### config.mk
export PLATFORM = sky130hd
export DESIGN_NAME = audio_clk_gen
export DESIGN_NICKNAME = d
export VERILOG_FILES = /design/src/rtl/audio_clk_pkg.sv /design/src/rtl/audio_phase_acc.sv /design/src/rtl/audio_clk_gen.sv
export SDC_FILE = /design/constraint.sdc
export NUM_CORES = 1
export LEC_CHECK = 0
export ABC_AREA = 1
export BUFFER_PORTS_ARGS = -buffer_cell sky130_fd_sc_hd__buf_2
export CORE_MARGIN = 4
export CORE_UTILIZATION = 45
export CTS_BUF_LIST = sky130_fd_sc_hd__clkbuf_2 sky130_fd_sc_hd__clkbuf_4 sky130_fd_sc_hd__clkbuf_8
export DETAILED_ROUTE_END_ITERATION = 8
export GPL_TIMING_DRIVEN = 1
export PLACE_DENSITY = 0.73
export SLEW_MARGIN = 20
export SYNTH_ARGS = -nofsm -noshare
export SYNTH_HDL_FRONTEND = slang
export SYNTH_SLANG_ARGS = --single-unit
### constraint.sdc
create_clock -name clk_i -period 5.7 [get_ports clk_i]
set_input_delay 1.14 -clock clk_i [delete_from_list [all_inputs] [get_ports clk_i]]
set_output_delay 1.14 -clock clk_i [all_outputs]
set_load 0.005 [all_outputs]
### src/rtl/audio_clk_pkg.sv
// Shared defaults and common NCO increments for the audio bit-clock generator.
package audio_clk_pkg;
    localparam int ACC_W_DEF      = 32;
    localparam int FRAME_BITS_DEF = 64;
    // increments for a 64-bit frame clocked from 50 MHz
    localparam int unsigned INC_48K_50M  = 32'd263882791;
    localparam int unsigned INC_44K1_50M = 32'd242442514;
endpackage

### src/rtl/audio_phase_acc.sv
// Fractional phase accumulator: exposes the carry of the current addition and
// a registered copy of it one cycle later.
module audio_phase_acc #(
    parameter int ACC_W = 32
) (
    input  logic             clk_i,
    input  logic             rst_i,
    input  logic             clr_i,
    input  logic             en_i,
    input  logic [ACC_W-1:0] inc_i,
    output logic             carry_nxt_o,
    output logic             carry_o
);
    logic [ACC_W:0]   w_sum;
    logic [ACC_W-1:0] r_acc;
    logic             r_carry;

    assign w_sum       = {1'b0, r_acc} + {1'b0, inc_i};
    assign carry_nxt_o = en_i & ~clr_i & w_sum[ACC_W];
    assign carry_o     = r_carry;

    always_ff @(posedge clk_i) begin
        if (rst_i || clr_i) begin
            r_acc   <= '0;
            r_carry <= 1'b0;
        end else if (en_i) begin
            r_acc   <= w_sum[ACC_W-1:0];
            r_carry <= w_sum[ACC_W];
        end else begin
            r_carry <= 1'b0;
        end
    end
endmodule

### src/rtl/audio_clk_gen.sv
// Audio bit-clock / frame / LR clock generator driven by an NCO, with a
// start-up hold-off and frame-aligned increment updates.
module audio_clk_gen
    import audio_clk_pkg::*;
#(
    parameter int               ACC_W          = ACC_W_DEF,
    parameter int               FRAME_BITS     = FRAME_BITS_DEF,
    parameter int               STARTUP_CYCLES = 1024,
    parameter logic [ACC_W-1:0] DEFAULT_INC    = ACC_W'(INC_48K_50M),
    localparam int              IDX_W          = $clog2(FRAME_BITS)
) (
    input  logic             clk_i,
    input  logic             rst_i,
    input  logic             enable_i,
    input  logic [ACC_W-1:0] inc_i,
    input  logic             inc_wr_i,
    output logic             inc_busy_o,
    output logic             ready_o,
    output logic             bit_tick_o,
    output logic             frame_tick_o,
    output logic [IDX_W-1:0] bit_idx_o,
    output logic             lrclk_o
);
    localparam int CNT_W = $clog2(STARTUP_CYCLES + 1);

    logic [CNT_W-1:0] r_cnt;
    logic             r_ready;
    logic [ACC_W-1:0] r_inc_act;
    logic [ACC_W-1:0] r_inc_pend;
    logic             r_busy;
    logic [IDX_W-1:0] r_idx;
    logic             r_frame;
    logic             w_run;
    logic             w_carry_nxt;
    logic             w_carry;
    logic             w_bnd;

    assign w_run = r_ready & enable_i;
    // the addition that wraps the bit index is the frame boundary
    assign w_bnd = w_carry_nxt & (r_idx == IDX_W'(FRAME_BITS - 1));

    audio_phase_acc #(.ACC_W(ACC_W)) u_acc (
        .clk_i       (clk_i),
        .rst_i       (rst_i),
        .clr_i       (~w_run),
        .en_i        (w_run),
        .inc_i       (r_inc_act),
        .carry_nxt_o (w_carry_nxt),
        .carry_o     (w_carry)
    );

    always_ff @(posedge clk_i) begin
        if (rst_i) begin
            r_cnt   <= '0;
            r_ready <= 1'b0;
        end else if (!r_ready) begin
            r_cnt   <= r_cnt + CNT_W'(1);
            r_ready <= (r_cnt == CNT_W'(STARTUP_CYCLES - 1));
        end
    end

    always_ff @(posedge clk_i) begin
        if (rst_i || !w_run) begin
            r_idx   <= '0;
            r_frame <= 1'b0;
        end else begin
            r_frame <= w_bnd;
            if (w_carry_nxt)
                r_idx <= r_idx + IDX_W'(1);
        end
    end

    always_ff @(posedge clk_i) begin
        if (rst_i) begin
            r_inc_act  <= DEFAULT_INC;
            r_inc_pend <= '0;
            r_busy     <= 1'b0;
        end else if (r_busy) begin
            if (!w_run || w_bnd) begin
                r_inc_act <= r_inc_pend;
                r_busy    <= 1'b0;
            end
        end else if (inc_wr_i) begin
            r_inc_pend <= inc_i;
            r_busy     <= 1'b1;
        end
    end

    assign inc_busy_o   = r_busy;
    assign ready_o      = r_ready;
    assign bit_tick_o   = w_carry;
    assign frame_tick_o = r_frame;
    assign bit_idx_o    = r_idx;
    assign lrclk_o      = r_idx[IDX_W-1];
endmodule

==> results_dict.tcl <==
set metrics [dict create \
    drc 0 \
    vias_per_cell 5.09 \
    drt_pass1_iterations 6 \
    slew_headroom_pct 52.3 \
    die_y_um 124 \
    cts_tree "built" \
    ys_ff_latch 117 \
    grt_max_degree 57 \
    grt_pass1_wl_um 23400 \
    rsz0062_at_grt "no" \
    tightestPinTransition_ns 0.714 \
    drt_iter0_markers 344 \
    clkLatencyLatePin_ns 0.43 \
    worst-setup-path-type "reg -> reg" \
    grt-ovfl-total 0 \
    yosys.area.top_type "dfxtp_1" \
    reg2reg_setup_slack_ns 3.12 \
    worstHoldStart "r_inc_pend[6]" \
    finalHoldViolations 0 \
    p_per_area_nw_per_um2 282 \
    crit-reg2reg-launch "r_inc_act[0]" \
    avgRoutedWirePerCell_um 12.8 \
    grt_usage_pct 19.1 \
    numCtsBuffers 17 \
    slew_violations 0 \
    globalplace.congestion 0.967 \
    leakagePower_nw 3.21 \
    initial_utilization_pct 45.9 \
    cp-start-kind "flip-flop" \
    clock_skew_ns 0.00701 \
    crit_path_start "r_inc_act[0]" \
    worstHoldPathType "reg -> reg" \
    grt_pass1_vias 5037 \
    antenna_found_initial 0 \
    fin_setup_tns_ns 0 \
    yosysWarnings 0 \
    clockPowerShare_pct 44.0 \
    cts_max_path_buffers 2 \
    cts_root_buf "clkbuf_8" \
    ir_drop_mv 0.219 \
    placed_area_um2 6370 \
    sw_frac_of_total_pct 25.3 \
    endpoint_kind "flip-flop" \
    ant_nets 0 \
    hold_buffers 0 \
    switchingPower_w 0.000487 \
    nets 971 \
    ys_types 35 \
    max_cap_violations 0 \
    core_area_um2 13200 \
    cts_setup_buffers 0 \
    required_ns 6.07 \
    io_pins 47 \
    area_delta_synth_final_pct 12.7 \
    synthTopCellsByArea "dfxtp_1, nand2_1, a21oi_1" \
    portBuffers 46 \
    min_period_ns 2.58 \
    vias 5548 \
    netlist_area_um2 6050 \
    outcome "completed" \
    wl_um 13900 \
    design_area_um2 6820 \
    clkSlewWorstSetupHoldPaths_ns 0.07 \
    arrival_ns 2.95 \
    drive_gt1_share_pct 11.0 \
    die_x_um 124 \
    fin_crit_sh_pct 45.2 \
    fp-row-count 42 \
    max_freq_ghz 0.388 \
    synth_area_per_cell_um2 7.03 \
    h-tree-depth 4 \
    cts-resized-gates 0 \
    seq_power_share_pct 46.1 \
    setup_viol 0 \
    hpwl_um 10200 \
    diodes 0 \
    combPwrFrac_pct 9.9 \
    synth_top_area_share_pct 38.7 \
    dieArea_um2 15400 \
    cts.sinks 117 \
    cp_max_fo 51 \
    synth.net_count 932 \
    seq_area_frac_synth_pct 38.7 \
    syn_inst 861 \
    p_int_w 0.00144 \
]
==> per-stage QoR <==
| step | instances | total power [W] | setup WS [ns] | hold slack (ns) | utilization (%) |
|---|---|---|---|---|---|
| 6_report | 1089 | 0.00193 | 3.12 | 0.455 | 51.7 |
| 2_1_floorplan | 861 | 0.00104 | 3.71 | 0.422 | - |
| 4_1_cts | 1089 | 0.00194 | 3.15 | 0.457 | 51.7 |
| 3_3_place_gp | 1057 | 0.00109 | 3.22 | 0.438 | 48.3 |
| 3_5_place_dp | 1057 | 0.00109 | 3.18 | 0.448 | 48.3 |
| 5_1_grt | 1089 | 0.00201 | 2.93 | 0.473 | 51.7 |
==> placed cells by master (no fill, tap or decap), types with 2 or more instances in the layout <==
master and instances:
a21o_1 7, a21oi_1 99, a21oi_2 2, buf_2 46
buf_4 3, bufinv_16 4, clkbuf_8 20, clkinv_2 3
clkinvlp_4 4, dfxtp_1 116, ha_1 34, inv_1 93
inv_2 3, nand2_1 167, nand2_2 5, nand2_4 2
nand3_1 79, nand4_1 7, nor2_1 106, nor2_2 2
nor3_1 12, nor3b_1 2, nor4_1 4, o21a_1 3
o21ai_0 54, o21bai_1 8, or2_2 3, xnor2_1 6
xor2_1 10
==> area by class of cell <==
type | instances | area (um2)
clock buffer | 20 | 275
clock inverter | 12 | 174
fill | 1306 | 6370
inverter | 97 | 364
multi-input combinational | 618 | 3190
sequential | 117 | 2340
tap | 176 | 220
timing repair buffer | 49 | 253
==> state kept, by name (all words and copies together), names as in the netlist <==
register       count
frame_tick_o       1
r_inc_act         32
ready_o            1
bit_idx_o          6
u_acc.carry_o      1
r_inc_pend        32
r_cnt             11
u_acc.r_acc       32
inc_busy_o         1
==> metal layers <==
layer / routed length (um) / track usage (%) / vias up
li1: - / - / 2901
met1: 6810 / 26.5 / 2482
met2: 6020 / 29.0 / 136
met5: 0 / 0 / -
met3: 725 / 3.45 / 29
met4: 389 / 8.90 / 0
==> power groups by stage <==
stage | clock network (W) | registers, W | logic (W)
3_5_place_dp | 0 | 0.000906 | 0.000189
6_report | 0.000848 | 0.000888 | 0.000191
4_1_cts | 0.000865 | 0.000888 | 0.000191
5_1_grt | 0.000900 | 0.000891 | 0.000221
2_1_floorplan | 0 | 0.000892 | 0.000150
3_3_place_gp | 0 | 0.000905 | 0.000185
==> path summary, 6_finish.rpt <==
kind / cells after the start / to
max: 15 / r_inc_act[20]
min: 2 / r_inc_pend[6]
max reg2reg: 15 / r_inc_act[20]
min reg2reg: 2 / r_inc_pend[6]
==> worst max-delay path, cell delays in order, from the launching register on <==
cell,delay [ns]
dfxtp_1,0.32
ha_1,0.23
fa_1,0.40
nand2_1,0.10
nand2_1,0.07
nand3_1,0.10
nand2_2,0.10
nand2_1,0.10
nand2_2,0.07
nand2_1,0.08
nand2_2,0.08
nand2_2,0.08
nand2_4,0.29
nand2_4,0.31
nand2_1,0.09
nand3_1,0.08
==> synthesized netlist by cell type, drive strengths merged <==
master	instances
ha	34
o21a	3
inv	96
buf	16
nor4	4
o21ai	54
a21oi	101
nand2	174
or2	4
xnor2	6
o211ai	1
o21bai	8
clkbuf	13
nor2	109
a21o	7
nor3b	2
nand3	79
dfxtp	117
and2	1
xor2	10
fa	1
clkinv	1
nor3	12
nand4	7
a31oi	1
==> logic make-up after synthesis <==
kind of cell	Yosys count	share of synthesized area, %
buffers and inverters	126	8.60
adders and majority gates	35	7.36
DFF	117	38.7
AOI/OAI and AO/OA	175	15.4
and+or+nand+nor	392	27.6
xor gates and xnor gates	16	2.31
Note: power is estimated with default switching activity, not from simulation.
